**config.mk**
```make
export PLATFORM = sky130hd
export DESIGN_NAME = vid_dtack_gen_flat
export DESIGN_NICKNAME = d
export VERILOG_FILES = /design/src/rtl/vid_dtack_gen_if.sv /design/src/rtl/vid_dtack_gen.sv /design/src/flat_wrapper.sv
export SDC_FILE = /design/constraint.sdc
export NUM_CORES = 1
export LEC_CHECK = 0
export ABC_CLOCK_PERIOD_IN_PS = 1740
export CAP_MARGIN = 20
export CORE_MARGIN = 10
export CORE_UTILIZATION = 45
export DETAILED_ROUTE_END_ITERATION = 8
export GPL_TIMING_DRIVEN = 0
export HOLD_SLACK_MARGIN = 0.15
export PLACE_DENSITY = 0.76
export REMOVE_ABC_BUFFERS = 1
export SYNTH_ARGS = -nofsm -noshare
export SYNTH_HDL_FRONTEND = slang
export SYNTH_SLANG_ARGS = --single-unit
```
**constraint.sdc**
```tcl
create_clock -name clk_main -period 1.74 [get_ports clk_main]
set_input_delay 0.261 -clock clk_main [delete_from_list [all_inputs] [get_ports clk_main]]
set_output_delay 0.261 -clock clk_main [all_outputs]
set_load 0.01 [all_outputs]
```
**src/rtl/vid_dtack_gen_if.sv**
```systemverilog
// Bus bundle between the CPU-side strobe logic and the video DTACK generator.
interface vid_dtack_gen_if #(
    parameter int CHANNELS = 2,
    parameter int WAIT_W   = 4
);
    localparam int AW = (CHANNELS > 1) ? $clog2(CHANNELS) : 1;

    logic                       ce_pq;
    logic                       PDS;
    logic [CHANNELS-1:0]        nCS;
    logic [CHANNELS*WAIT_W-1:0] wait_cfg;
    logic                       hold;
    logic                       VDTAC;
    logic                       nBERR;
    logic                       busy;
    logic [AW-1:0]              active_ch;

    modport master (
        output ce_pq, PDS, nCS, wait_cfg, hold,
        input  VDTAC, nBERR, busy, active_ch
    );

    modport slave (
        input  ce_pq, PDS, nCS, wait_cfg, hold,
        output VDTAC, nBERR, busy, active_ch
    );
endinterface

```
**src/rtl/vid_dtack_gen.sv**
```systemverilog
// Video chip-select DTACK generator: phase-aligned, per-channel wait states, hold extension.
// Optional bus-error timeout enabled by defining DTACK_TIMEOUT_EN.
module vid_dtack_gen #(
    parameter int CHANNELS = 2,
    parameter int WAIT_W   = 4,
    parameter int TIMEOUT  = 64
) (
    input  logic           clk_main,
    input  logic           reset,
    vid_dtack_gen_if.slave bus
);
    localparam int AW = (CHANNELS > 1) ? $clog2(CHANNELS) : 1;

    typedef enum logic [1:0] {
        ST_IDLE = 2'd0,
        ST_SYNC = 2'd1,
        ST_WAIT = 2'd2,
        ST_ACK  = 2'd3
    } state_t;

    if (CHANNELS < 1 || CHANNELS > 8 || WAIT_W < 1 || TIMEOUT < 1) begin : g_param_check
        $error("vid_dtack_gen: parameter out of range");
    end

    // Lowest-index active-low select wins.
    function automatic logic [AW-1:0] lowest_sel(input logic [CHANNELS-1:0] ncs);
        logic [AW-1:0] idx;
        idx = '0;
        for (int i = CHANNELS - 1; i >= 0; i--) begin
            if (!ncs[i]) begin
                idx = AW'(i);
            end else begin
                idx = idx;
            end
        end
        return idx;
    endfunction

    state_t              state_r, state_n;
    logic [WAIT_W-1:0]   cnt_r, cnt_n;
    logic [AW-1:0]       active_ch_r, ch_n;
    logic                vdtac_r, vdtac_n;
    logic                nberr_r, nberr_n;
    logic                busy_r;
    logic                any_sel_s;
    logic [WAIT_W-1:0]   sel_wait_s;
    logic                timeout_hit_s;

    assign any_sel_s = ~&bus.nCS;

    // Wait count of the latched channel.
    always_comb begin
        sel_wait_s = '0;
        for (int i = 0; i < CHANNELS; i++) begin
            if (active_ch_r == AW'(i)) begin
                sel_wait_s = bus.wait_cfg[i*WAIT_W +: WAIT_W];
            end else begin
                sel_wait_s = sel_wait_s;
            end
        end
    end

`ifdef DTACK_TIMEOUT_EN
    localparam int TW = $clog2(TIMEOUT + 1);
    logic [TW-1:0] to_cnt_r, to_cnt_n;

    assign timeout_hit_s = (to_cnt_r == TW'(TIMEOUT - 1));

    // Timeout counter next value: cleared on SYNC entry, counts while a cycle is pending.
    always_comb begin
        to_cnt_n = to_cnt_r;
        if (state_r == ST_IDLE && state_n == ST_SYNC) begin
            to_cnt_n = '0;
        end else if (state_r == ST_SYNC || state_r == ST_WAIT) begin
            to_cnt_n = to_cnt_r + TW'(1);
        end else begin
            to_cnt_n = to_cnt_r;
        end
    end

    // Timeout counter register.
    always_ff @(posedge clk_main or posedge reset) begin
        if (reset) begin
            to_cnt_r <= '0;
        end else begin
            to_cnt_r <= to_cnt_n;
        end
    end
`else
    assign timeout_hit_s = 1'b0;
`endif

    // Next-state and next-output logic.
    always_comb begin
        state_n = state_r;
        cnt_n   = cnt_r;
        ch_n    = active_ch_r;
        vdtac_n = 1'b1;
        nberr_n = 1'b1;
        case (state_r)
            ST_IDLE: begin
                if (!bus.PDS && any_sel_s) begin
                    ch_n    = lowest_sel(bus.nCS);
                    state_n = ST_SYNC;
                end else begin
                    state_n = ST_IDLE;
                end
            end
            ST_SYNC: begin
                if (bus.PDS) begin
                    state_n = ST_IDLE;
                end else if (timeout_hit_s) begin
                    state_n = ST_ACK;
                    nberr_n = 1'b0;
                end else if (bus.ce_pq) begin
                    cnt_n   = sel_wait_s;
                    state_n = ST_WAIT;
                end else begin
                    state_n = ST_SYNC;
                end
            end
            ST_WAIT: begin
                if (bus.PDS) begin
                    state_n = ST_IDLE;
                end else if (!bus.hold && cnt_r == '0) begin
                    state_n = ST_ACK;
                    vdtac_n = 1'b0;
                end else if (timeout_hit_s) begin
                    state_n = ST_ACK;
                    nberr_n = 1'b0;
                end else if (bus.hold) begin
                    cnt_n = cnt_r;
                end else begin
                    cnt_n = cnt_r - WAIT_W'(1);
                end
            end
            ST_ACK: begin
                if (bus.PDS) begin
                    state_n = ST_IDLE;
                end else begin
                    vdtac_n = vdtac_r;
                    nberr_n = nberr_r;
                end
            end
            default: begin
                state_n = ST_IDLE;
            end
        endcase
    end

    // State, counter and registered outputs.
    always_ff @(posedge clk_main or posedge reset) begin
        if (reset) begin
            state_r     <= ST_IDLE;
            cnt_r       <= '0;
            active_ch_r <= '0;
            vdtac_r     <= 1'b1;
            nberr_r     <= 1'b1;
            busy_r      <= 1'b0;
        end else begin
            state_r     <= state_n;
            cnt_r       <= cnt_n;
            active_ch_r <= ch_n;
            vdtac_r     <= vdtac_n;
            nberr_r     <= nberr_n;
            busy_r      <= (state_n != ST_IDLE);
        end
    end

    assign bus.VDTAC     = vdtac_r;
    assign bus.nBERR     = nberr_r;
    assign bus.busy      = busy_r;
    assign bus.active_ch = active_ch_r;
endmodule

```
**src/flat_wrapper.sv**
```systemverilog
// flat-port wrapper written by rule: the top's interface ports become plain ports
module vid_dtack_gen_flat 
#(
    parameter int CHANNELS = 2,
    parameter int WAIT_W   = 4,
    parameter int TIMEOUT  = 64
)
  (clk_main, reset, bus_ce_pq, bus_PDS, bus_nCS, bus_wait_cfg, bus_hold, bus_VDTAC, bus_nBERR, bus_busy, bus_active_ch);
  vid_dtack_gen_if #(.CHANNELS(CHANNELS), .WAIT_W(WAIT_W)) bus_i ();
  input  logic clk_main;
  input  logic reset;
  input wire logic [$bits(bus_i.ce_pq)-1:0] bus_ce_pq;
  input wire logic [$bits(bus_i.PDS)-1:0] bus_PDS;
  input wire logic [$bits(bus_i.nCS)-1:0] bus_nCS;
  input wire logic [$bits(bus_i.wait_cfg)-1:0] bus_wait_cfg;
  input wire logic [$bits(bus_i.hold)-1:0] bus_hold;
  output wire logic [$bits(bus_i.VDTAC)-1:0] bus_VDTAC;
  output wire logic [$bits(bus_i.nBERR)-1:0] bus_nBERR;
  output wire logic [$bits(bus_i.busy)-1:0] bus_busy;
  output wire logic [$bits(bus_i.active_ch)-1:0] bus_active_ch;
  assign bus_i.ce_pq = bus_ce_pq;
  assign bus_i.PDS = bus_PDS;
  assign bus_i.nCS = bus_nCS;
  assign bus_i.wait_cfg = bus_wait_cfg;
  assign bus_i.hold = bus_hold;
  assign bus_VDTAC = bus_i.VDTAC;
  assign bus_nBERR = bus_i.nBERR;
  assign bus_busy = bus_i.busy;
  assign bus_active_ch = bus_i.active_ch;
  vid_dtack_gen #(.CHANNELS(CHANNELS), .WAIT_W(WAIT_W), .TIMEOUT(TIMEOUT)) u_core (.clk_main(clk_main), .reset(reset), .bus(bus_i));
endmodule
```
==> reports/results.tsv, run 1 <==
stage	metric	value	unit
outcome	status	complete, no violations	
timing	final hold violation count	0	
yosys	Primary FF master, synth	sky130_fd_sc_hd__dfrtp_1	
yosys	post-synthesis instance area	678	um^2
die	Die H	58.8	um
yosys	Syn Area/Cell	9.55	um^2
placed_design	half-perimeter wire length after placement	1100	um
yosys	sequential element share of the synthesized area	33.4	%
cells_and_area	Synth-to-Final Area Change	28.8	%
route	first-pass iteration count of the detailed router	3	
global_route	largest net degree at the start of global routing	13	
worst_setup_path	Req. time, crit path	1.48	ns
yosys	main combinational cell family by area after synthesis	simple AND/OR/NAND/NOR gates	
placed_design	Worst Setup Slack post-DPL	-0.0106	ns
route	vias post-DR	568	
die	starting density of the core	49.6	%
worst_setup_path	Slowest-stage cell, CP	sky130_fd_sc_hd__clkdlybuf4s50_1	
die	Total Die Area	3460	um^2
yosys	cell taking the most area after synthesis	sky130_fd_sc_hd__dfrtp_1	
power_and_ir_drop	combinational share of power	37.7	%
placed_design	placed inst area	817	um^2
timing	Slew Viols, Final	0	
yosys	number of synthesized register bits	9	
clocking	TritonCTS clock tree	built	
global_route	wire length of the first global-routing pass	2260	um
route	WL final	1480	um
die	IO Count	19	
run	max cap viols	0	
worst_setup_path	slowest cell delay on critical path	0.60	ns
route	number of nets with antenna violations after routing	0	
timing	RSZ-0062 raised after global routing	no	
worst_setup_path	R2R depth	7	
timing	clock tree skew after final layout	0.00616	ns
power_and_ir_drop	Switching Power	262	uW
power_and_ir_drop	switching fraction of total power	34.0	%
worst_setup_path	number of buffers and inverters on the critical path	1	
yosys	number of distinct library cells after synthesis	32	
yosys	adder-cell area share of the yosys netlist	3.69	%
power_and_ir_drop	post-route total power	771	uW
global_route	GRT Util Overall	8.20	%
worst_setup_path	arrival time of the worst setup path	1.38	ns
worst_setup_path	critical path's top delay family	buffers and inverters	
worst_setup_path	critical path, cell by cell	clkdlybuf4s50_1	
power_and_ir_drop	leakage dissipation	0.356	nW
worst_setup_path	CP startpoint kind	flip-flop	
timing	Final min period	1.64	ns
power_and_ir_drop	internal power summed over all cells	509	uW
route	Iteration-0 DRC Markers	3	
clocking	clock-pin slew on the worst setup and hold paths	0.06	ns
power_and_ir_drop	sequential cell fraction of total power	41.7	%
yosys	portion of netlist area occupied by mux cells	9.04	%
yosys	top area cells in the synthesized netlist	sky130_fd_sc_hd__dfrtp_1 (30%), sky130_fd_sc_hd__mux2i_1 (7.4%), sky130_fd_sc_hd__buf_6 (5.0%)	
timing	fin crit share	94.5	%
cells_and_area	layout cells sized above 1	20.0	%
timing	Fin Setup TNS	0	ns
cells_and_area	number of diodes	0	
cells_and_area	most frequent standard cell in the layout excluding fill and tap cells	sky130_fd_sc_hd__clkdlybuf4s50_1	
route	DRC viols	0	
global_route	via count of the first global-routing pass	513	
cells_and_area	filler cell count in the final layout	120	
hold_path	hold crit path type	in2async	
timing	highest achievable clock rate	608	MHz
yosys	post-synthesis instance total	71	
route	Vias/cell	5.41	
worst_setup_path	kind of critical path	reg2out	
yosys	share of the synthesized area in the top cell type	29.5	%
die	number of placement rows	13	
yosys	Post-synth ARST share	100	%
timing	Setup-failing EPs final	0	
yosys	number of enable-type register cells in the synthesized netlist	0	
placed_design	placer congestion estimate	0.819	
die	overall die width	58.8	um
global_route	remaining global-route overflow	0	
yosys	Post-Synth Simple-Gate Area	24.7	%
clocking	maximum buffer depth of the clock tree	2	
cells_and_area	Final Util	63.9	%
clocking	number of clock sinks	9	
placed_design	number of port buffers	17	
yosys	yosys warns	0	
power_and_ir_drop	clock network fraction of design power	20.6	%
cells_and_area	highest-count cells in the layout ignoring fill and taps	sky130_fd_sc_hd__clkdlybuf4s50_1 (17), sky130_fd_sc_hd__dfrtp_1 (8), sky130_fd_sc_hd__nor2_1 (7), sky130_fd_sc_hd__nand2_1 (7), sky130_fd_sc_hd__mux2i_1 (5)	
clocking	number of buffers inserted for hold repair after clock tree synthesis	0	
worst_setup_path	stages on the worst setup path	1	
cells_and_area	Final #Nets	108	
yosys	complex-gate fraction of the synthesized area	19.0	%
cells_and_area	Non-Filler Cell Area, Final	873	um^2
clocking	H-Tree Depth	1	
route	mean routed wirelength per cell	14.1	um
clocking	master cell of the clock root buffer	sky130_fd_sc_hd__clkbuf_4	
worst_setup_path	maximum fanout encountered on the critical timing path	6	
clocking	number of buffers created by CTS	3	
clocking	Skew-Pair Late Insertion Delay	0.26	ns
global_route	antenna violations before repair	0	
power_and_ir_drop	power per standard cell area	883	nW/um^2
die	area inside the core boundary	1370	um^2
yosys	XOR/XNOR share of the synthesized area	0	%
power_and_ir_drop	Max VDD drop	0.000649	V
worst_setup_path	Worst Setup End Kind	output pin	
timing	worst path setup slack after routing	0.0957	ns
-- power groups by stage --
stage | logic, mW | clock network [mW] | registers (mW)
2_1_floorplan | 0.189 | 0 | 0.311
3_3_place_gp | 0.266 | 0 | 0.323
3_5_place_dp | 0.276 | 0 | 0.323
4_1_cts | 0.279 | 0.168 | 0.319
5_1_grt | 0.320 | 0.185 | 0.329
6_report | 0.290 | 0.159 | 0.322
-- layout make-up --
class	count	area (um^2)	share of cell area, %
multi-input combinational	52	387	44.3
sequential	9	226	25.9
timing repair buffer	21	200	22.9
clock buffer	4	26.3	3.01
tap	15	18.8	2.15
inverter	4	15.0	1.72
-- Yosys cell counts, types with 2 or more instances --
cell	number
sky130_fd_sc_hd__dfrtp_1	8
sky130_fd_sc_hd__nand2_1	7
sky130_fd_sc_hd__nor2_1	7
sky130_fd_sc_hd__mux2i_1	5
sky130_fd_sc_hd__a21oi_1	4
sky130_fd_sc_hd__inv_1	4
sky130_fd_sc_hd__buf_6	3
sky130_fd_sc_hd__nor4_1	3
sky130_fd_sc_hd__o21ai_0	3
sky130_fd_sc_hd__a2bb2oi_2	2
sky130_fd_sc_hd__ha_1	2
sky130_fd_sc_hd__nand2b_1	2
sky130_fd_sc_hd__nor3_2	2
-- registers in the layout, summed over array words and instances (netlist names) --
signal                cells
u_core.cnt_r              4
u_core.bus.VDTAC          1
u_core.bus.active_ch      1
u_core.state_r            2
u_core.bus.busy           1
-- routing by layer --
metal	vias up	global-route usage, %	part of all wire (%)
li1	289	-	-
met1	263	9.93	45
met2	14	12.5	49
met3	2	3.65	5.4
met4	0	2.95	1.3
met5	-	0	0
-- stage by stage --
step	instances	hold slack [ns]
finish	105	0.263
global route	105	0.275
CTS	101	0.272
detailed placement	97	0.556
global placement	97	0.547
floorplan	65	0.0882
-- worst paths after layout --
kind | startpoint | end | slack [ns]
min in group clk_main | u_core.bus.VDTAC | u_core.bus.VDTAC | 0.57
worst max-delay path | u_core.bus.active_ch | bus_active_ch | 0.1
max in group asynchronous | reset | u_core.bus.VDTAC | 1.17
worst max register to register | u_core.cnt_r[0] | u_core.cnt_r[3] | 0.13
worst min-delay path | reset | u_core.bus.busy | 0.26
worst min register to register | u_core.bus.VDTAC | u_core.bus.VDTAC | 0.57
-- logic make-up (layout without fill, tap and decap cells) --
group,count (synthesis),after routing
AO/OA/AOI/OAI,15,15
adder cells (fa/ha/maj),2,2
flip-flops,9,9
multiplexers,6,6
buffers and inverters,10,29
other,1,1
AND/OR/NAND/NOR,28,28
-- repair_timing --
action                     in CTS  in global routing
buffers inserted                0                  4
setup endpoints to repair       0                  4
gates resized for setup         0                  1
No activity file was read; power rests on OpenSTA's default activity.
==> run 2: changes to the inputs <==
- ABC_AREA: default -> 1
- PLACE_DENSITY: 0.76 -> 0.77
==> reports/results.tsv, run 2 <==
stage	metric	value	unit	change
outcome	status	complete, no violations		
route	DRC viols	0		unchanged
worst_setup_path	critical path, cell by cell	clkdlybuf4s50_1		
yosys	complex-gate fraction of the synthesized area	8.10	%	-11 points
hold_path	hold crit path type	in2async		
timing	Setup-failing EPs final	0		unchanged
timing	clock tree skew after final layout	0.00342	ns	-0.00274 ns
yosys	most frequent cell after synthesis	sky130_fd_sc_hd__nand2_1		
route	number of nets with antenna violations after routing	0		unchanged
clocking	number of buffers inserted for hold repair after clock tree synthesis	0		unchanged
global_route	via count of the first global-routing pass	629		+23%
route	Iteration-0 DRC Markers	6		+3
cells_and_area	count of non-filler cells in the finished layout	126		+20%
clocking	number of buffers created by CTS	3		unchanged
yosys	number of synthesized register bits	9		unchanged
global_route	antenna violations before repair	0		unchanged
yosys	top area cells in the synthesized netlist	sky130_fd_sc_hd__dfrtp_1 (32%), sky130_fd_sc_hd__nand2_1 (17%), sky130_fd_sc_hd__nand3_1 (7.9%)		
yosys	sequential element share of the synthesized area	35.8	%	+2.4 points
yosys	Primary FF master, synth	sky130_fd_sc_hd__dfrtp_1		
global_route	GRT Util Overall	9.11	%	+0.91 points
yosys	Syn Area/Cell	6.88	um^2	-28%
yosys	Post-Synth Simple-Gate Area	40.9	%	+16 points
timing	highest achievable clock rate	632	MHz	+4.0%
worst_setup_path	R2R depth	8		+1
cells_and_area	highest-count cells in the layout ignoring fill and taps	sky130_fd_sc_hd__nand2_1 (29), sky130_fd_sc_hd__clkdlybuf4s50_1 (17), sky130_fd_sc_hd__inv_1 (11), sky130_fd_sc_hd__nand3_1 (10), sky130_fd_sc_hd__dfrtp_1 (8)		
power_and_ir_drop	post-route total power	933	uW	+21%
worst_setup_path	Req. time, crit path	1.48	ns	about the same
yosys	main combinational cell family by area after synthesis	simple AND/OR/NAND/NOR gates		
worst_setup_path	slowest cell delay on critical path	0.53	ns	-0.07 ns
cells_and_area	most frequent standard cell in the layout excluding fill and tap cells	sky130_fd_sc_hd__nand2_1		
clocking	post-cts gate resize count	0		unchanged
route	WL final	1480	um	-0.13%
placed_design	half-perimeter wire length after placement	1220	um	+10%
timing	worst path setup slack after routing	0.158	ns	+0.0626 ns
cells_and_area	flip-flop count of the largest register, all copies and words added	4		unchanged
placed_design	placer congestion estimate	0.830		+1.3%
worst_setup_path	number of buffers and inverters on the critical path	1		unchanged
worst_setup_path	FF-to-FF setup slack	0.43	ns	+0.30 ns
worst_setup_path	maximum fanout encountered on the critical timing path	2		-4
global_route	wire length of the first global-routing pass	2570	um	+14%
power_and_ir_drop	Max VDD drop	0.000553	V	-15%
cells_and_area	number of diodes	0		unchanged
timing	RSZ-0062 raised after global routing	no		
yosys	yosys warns	0		unchanged
cells_and_area	Final #Nets	129		+19%
run	max cap viols	0		unchanged
cells_and_area	largest registers in the final layout	u_core.cnt_r x4, u_core.state_r x2		
cells_and_area	Largest Register	u_core.cnt_r		
die	starting density of the core	48.1	%	-1.6 points
yosys	leading post-synthesis cells by instance count	sky130_fd_sc_hd__nand2_1 (29), sky130_fd_sc_hd__inv_1 (11), sky130_fd_sc_hd__nand3_1 (10), sky130_fd_sc_hd__dfrtp_1 (8), sky130_fd_sc_hd__nor2_1 (7)		
worst_setup_path	r2r endpoint	u_core.bus.VDTAC		
timing	fin crit share	90.9	%	-3.6 points
clocking	Skew-Pair Late Insertion Delay	0.26	ns	about the same
global_route	remaining global-route overflow	0		unchanged
worst_setup_path	critical register-to-register path startpoint	u_core.cnt_r[0]		
power_and_ir_drop	power per standard cell area	1120	nW/um^2	+27%
route	Vias/cell	5.07		-6.3%
worst_setup_path	arrival time of the worst setup path	1.32	ns	-0.06 ns
die	overall die width	57.5	um	-2.2%
die	number of placement rows	13		unchanged
yosys	share of the synthesized area in the top cell type	31.6	%	+2.1 points
power_and_ir_drop	leakage dissipation	0.424	nW	+19%
yosys	cell taking the most area after synthesis	sky130_fd_sc_hd__dfrtp_1		
worst_setup_path	CP startpoint kind	flip-flop		
placed_design	Worst Setup Slack post-DPL	0.361	ns	+0.372 ns
die	Die H	57.5	um	-2.2%
route	vias post-DR	639		+13%
global_route	largest net degree at the start of global routing	10		-3
yosys	post-synthesis instance total	92		+30%
clocking	master cell of the clock root buffer	sky130_fd_sc_hd__clkbuf_4		
cells_and_area	Synth-to-Final Area Change	31.6	%	
worst_setup_path	Slowest-stage cell, CP	sky130_fd_sc_hd__dfstp_2		
yosys	portion of netlist area occupied by mux cells	0	%	-9.0 points
timing	Final min period	1.58	ns	-0.0626 ns
cells_and_area	filler cell count in the final layout	127		+5.8%
yosys	post-synthesis instance area	633	um^2	-6.6%
timing	final hold violation count	0		unchanged
clocking	clock-pin slew on the worst setup and hold paths	0.07	ns	about the same
clocking	H-Tree Depth	1		unchanged
worst_setup_path	Worst Setup End Kind	output pin		
cells_and_area	layout cells sized above 1	12.6	%	-7.4 points
timing	Slew Viols, Final	0		unchanged
yosys	number of distinct library cells after synthesis	21		-34%
die	Total Die Area	3310	um^2	-4.4%
yosys	Post-synth ARST share	100	%	unchanged
yosys	XOR/XNOR share of the synthesized area	0	%	unchanged
clocking	number of buffers added for setup after CTS	0		unchanged
clocking	TritonCTS clock tree	built		
placed_design	number of port buffers	17		unchanged
die	area inside the core boundary	1320	um^2	-3.6%
yosys	number of enable-type register cells in the synthesized netlist	0		unchanged
clocking	maximum buffer depth of the clock tree	2		unchanged
route	first-pass iteration count of the detailed router	4		+1
yosys	adder-cell area share of the yosys netlist	3.95	%	+0.26 points
timing	Fin Setup TNS	0	ns	unchanged
clocking	number of clock sinks	9		unchanged
route	mean routed wirelength per cell	11.8	um	-17%
die	IO Count	19		unchanged
worst_setup_path	kind of critical path	reg2out		
worst_setup_path	critical path's top delay family	flip-flops		
placed_design	Post-Place Cells	122		+26%
[run 2: report_power, final]
group          switching (mW)  internal (mW)  total [mW]
Clock                  0.0745         0.0884       0.163
Combinational           0.233          0.180       0.414
Sequential             0.0786          0.278       0.356
[run 2: kinds of logic after synthesis]
family / Yosys count
buffers and inverters: 16
adders and majority gates: 2
AOI/OAI and AO/OA: 9
DFF: 9
other: 1
and+or+nand+nor: 55
[run 2: per-layer routing]
layer	share of wire (%)	global-route usage (%)	vias to the layer above
li1	-	-	324
met1	45	9.68	298
met2	47	16.0	15
met3	7.7	4.20	2
met4	0.41	2.01	0
met5	0	0	-
[run 2: cell type report]
class	count	area, um^2	area share (%)
Timing Repair Buffer	17	170	20.4
Clock buffer	4	26.3	3.15
Inverter	14	52.6	6.31
Sequential cell	9	226	27.2
Multi-Input combinational cell	67	339	40.7
Tap cell	15	18.8	2.25
[run 2: worst max-delay path by stage]
stage	startpoint	to	slack, ns	cells after the start
2_1_floorplan	u_core.cnt_r[0]	u_core.bus.VDTAC	0.57	8
3_3_place_gp	bus_PDS	u_core.bus.busy	0.39	6
3_5_place_dp	bus_PDS	u_core.bus.busy	0.36	6
4_1_cts	u_core.bus.VDTAC	bus_VDTAC	0.15	1
5_1_grt	u_core.bus.VDTAC	bus_VDTAC	0.11	1
6_report	u_core.bus.VDTAC	bus_VDTAC	0.16	1
[run 2: per-stage QoR]
stage                     cell area (um^2)  hold slack, ns  utilization, %
final                                  833           0.263            63.2
after global placement                 807           0.463            61.3
after detailed placement               807           0.474            61.3
after floorplan                        618          0.0882               -
after CTS                              833           0.275            63.2
after global routing                   833           0.284            63.2
==> run 3: changes to the inputs <==
- CTS_BUF_LIST: default -> sky130_fd_sc_hd__clkbuf_8
- HOLD_SLACK_MARGIN: 0.15 -> 0.08
==> reports/results.tsv, run 3 (same netlist as run 2, synthesis figures left out) <==
stage	metric	value	unit	change
timing	fin crit share	89.0	%	-1.9 points
die	Total Die Area	3310	um^2	unchanged
worst_setup_path	FF-to-FF setup slack	0.42	ns	about the same
power_and_ir_drop	combinational share of power	41.1	%	-3.2 points
clocking	H-Tree Depth	1		unchanged
timing	Slew Viols, Final	0		unchanged
worst_setup_path	critical path endpoint	bus_VDTAC		
worst_setup_path	arrival time of the worst setup path	1.29	ns	-0.03 ns
worst_setup_path	number of buffers and inverters on the critical path	1		unchanged
clocking	clock-pin slew on the worst setup and hold paths	0.05	ns	-0.02 ns
route	first-pass iteration count of the detailed router	4		unchanged
route	Vias/cell	5.11		+0.78%
placed_design	number of port buffers	17		unchanged
worst_setup_path	slowest cell delay on critical path	0.53	ns	about the same
timing	highest achievable clock rate	645	MHz	+2.1%
route	Iteration-0 DRC Markers	9		+3
power_and_ir_drop	leakage dissipation	0.435	nW	+2.8%
power_and_ir_drop	Max VDD drop	0.000721	V	+30%
die	starting density of the core	48.1	%	unchanged
die	overall die width	57.5	um	unchanged
timing	Final min period	1.55	ns	-0.0322 ns
cells_and_area	Largest Register	u_core.cnt_r		
clocking	Skew-Pair Late Insertion Delay	0.23	ns	-0.03 ns
route	vias post-DR	644		+0.78%
placed_design	Worst Setup Slack post-DPL	0.361	ns	unchanged
hold_path	hold crit path type	in2async		
cells_and_area	number of diodes	0		unchanged
power_and_ir_drop	switching fraction of total power	39.4	%	-2.1 points
clocking	post-cts gate resize count	0		unchanged
worst_setup_path	Worst Setup End Kind	output pin		
worst_setup_path	stages on the worst setup path	1		unchanged
clocking	number of buffers created by CTS	3		unchanged
route	number of nets with antenna violations after routing	0		unchanged
global_route	largest net degree at the start of global routing	10		unchanged
cells_and_area	highest-count cells in the layout ignoring fill and taps	sky130_fd_sc_hd__nand2_1 (29), sky130_fd_sc_hd__clkdlybuf4s50_1 (17), sky130_fd_sc_hd__inv_1 (12), sky130_fd_sc_hd__nand3_1 (10), sky130_fd_sc_hd__dfrtp_1 (8)		
global_route	GRT Util Overall	9.29	%	+0.18 points
global_route	antenna violations before repair	0		unchanged
cells_and_area	layout cells sized above 1	12.6	%	unchanged
clocking	TritonCTS clock tree	built		
worst_setup_path	worst setup path startpoint	u_core.bus.VDTAC		
die	Die H	57.5	um	unchanged
timing	final hold violation count	0		unchanged
worst_setup_path	R2R depth	8		unchanged
cells_and_area	most frequent standard cell in the layout excluding fill and tap cells	sky130_fd_sc_hd__nand2_1		
route	mean routed wirelength per cell	11.7	um	-0.14%
global_route	GRT met3 Usage	4.87	%	+0.66 points
placed_design	placed inst area	807	um^2	unchanged
worst_setup_path	critical register-to-register path startpoint	u_core.cnt_r[0]		
timing	Fin Setup TNS	0	ns	unchanged
die	IO Count	19		unchanged
global_route	remaining global-route overflow	0		unchanged
clocking	master cell of the clock root buffer	sky130_fd_sc_hd__clkbuf_8		
die	area inside the core boundary	1320	um^2	unchanged
timing	worst path setup slack after routing	0.191	ns	+0.0322 ns
global_route	met1 Track Usage GR	9.93	%	+0.25 points
global_route	via count of the first global-routing pass	626		-0.48%
clocking	number of buffers added for setup after CTS	0		unchanged
global_route	met2 routing resource usage after global routing	15.8	%	-0.15 points
cells_and_area	Non-Filler Cell Area, Final	852	um^2	+2.3%
power_and_ir_drop	internal power summed over all cells	613	uW	+12%
power_and_ir_drop	Switching Power	398	uW	+2.9%
worst_setup_path	CP startpoint kind	flip-flop		
power_and_ir_drop	power per standard cell area	1190	nW/um^2	+6.0%
run	max cap viols	0		unchanged
route	DRC viols	0		unchanged
worst_setup_path	critical path's top delay family	flip-flops		
power_and_ir_drop	sequential cell fraction of total power	35.3	%	-2.9 points
cells_and_area	Synth-to-Final Area Change	34.6	%	
outcome	status	complete, no violations		
worst_setup_path	Slowest-stage cell, CP	sky130_fd_sc_hd__dfstp_2		
clocking	number of buffers inserted for hold repair after clock tree synthesis	0		unchanged
power_and_ir_drop	clock network fraction of design power	23.6	%	+6.1 points
worst_setup_path	critical path, cell by cell	clkdlybuf4s50_1		
die	number of placement rows	13		unchanged
timing	RSZ-0062 raised after global routing	no		
global_route	wire length of the first global-routing pass	2570	um	+0.27%
worst_setup_path	kind of critical path	reg2out		
worst_setup_path	Req. time, crit path	1.48	ns	about the same
timing	Setup-failing EPs final	0		unchanged
placed_design	half-perimeter wire length after placement	1220	um	unchanged
cells_and_area	largest registers in the final layout	u_core.cnt_r x4, u_core.state_r x2		
timing	clock tree skew after final layout	0.00281	ns	-0.000612 ns
clocking	number of clock sinks	9		unchanged
worst_setup_path	maximum fanout encountered on the critical timing path	2		unchanged
route	WL final	1480	um	-0.14%
cells_and_area	Final Util	64.7	%	+1.4 points
cells_and_area	Final #Nets	129		unchanged
cells_and_area	flip-flop count of the largest register, all copies and words added	4		unchanged
clocking	maximum buffer depth of the clock tree	2		unchanged
placed_design	placer congestion estimate	0.830		unchanged
global_route	busiest layer in global routing	met2		
worst_setup_path	r2r endpoint	u_core.bus.VDTAC		
run 3: power groups by stage:
stage	combinational, mW	sequential, mW	clock, mW
2_1_floorplan	0.283	0.350	0
3_3_place_gp	0.397	0.357	0
3_5_place_dp	0.415	0.359	0
4_1_cts	0.418	0.356	0.240
5_1_grt	0.479	0.367	0.258
6_report	0.416	0.357	0.238
run 3: how the worst min path moves through the flow:
stage,start,to,cells past startpoint
2_1_floorplan,reset,u_core.bus.active_ch,1
3_3_place_gp,u_core.cnt_r[0],u_core.cnt_r[0],2
3_5_place_dp,u_core.cnt_r[0],u_core.cnt_r[0],2
4_1_cts,reset,u_core.state_r[1],2
5_1_grt,reset,u_core.cnt_r[0],2
6_report,reset,u_core.state_r[1],2
run 3: layout make-up:
cell class	instances	area, um^2
Fill cell	125	465
Multi-Input combinational cell	67	339
Sequential cell	9	226
Timing Repair Buffer	17	170
Inverter	14	52.6
Clock buffer	3	41.3
Tap cell	15	18.8
Clock inverter	1	3.75
run 3: routing by layer:
| metal | up-vias | share of wire [%] |
|---|---|---|
| li1 | 326 | - |
| met3 | 2 | 8.0 |
| met5 | - | 0 |
| met1 | 299 | 44 |
| met4 | 0 | 0.41 |
| met2 | 17 | 48 |
run 3: worst reg2reg max path, cell delays in order, from the launching register on:
cell and delay, ns:
sky130_fd_sc_hd__dfrtp_1 0.37, sky130_fd_sc_hd__inv_1 0.14, sky130_fd_sc_hd__ha_1 0.17, sky130_fd_sc_hd__inv_1 0.04
sky130_fd_sc_hd__nor2_1 0.08, sky130_fd_sc_hd__nand2_1 0.09, sky130_fd_sc_hd__nand2_1 0.07, sky130_fd_sc_hd__nand3_1 0.11
sky130_fd_sc_hd__a21o_1 0.18
run 3: per-stage QoR:
step / power, mW / std cells / hold WS [ns]
floorplan: 0.632 / 90 / 0.0882
global placement: 0.753 / 122 / 0.463
detailed placement: 0.774 / 122 / 0.474
CTS: 1.01 / 126 / 0.309
global route: 1.10 / 126 / 0.317
finish: 1.01 / 126 / 0.293
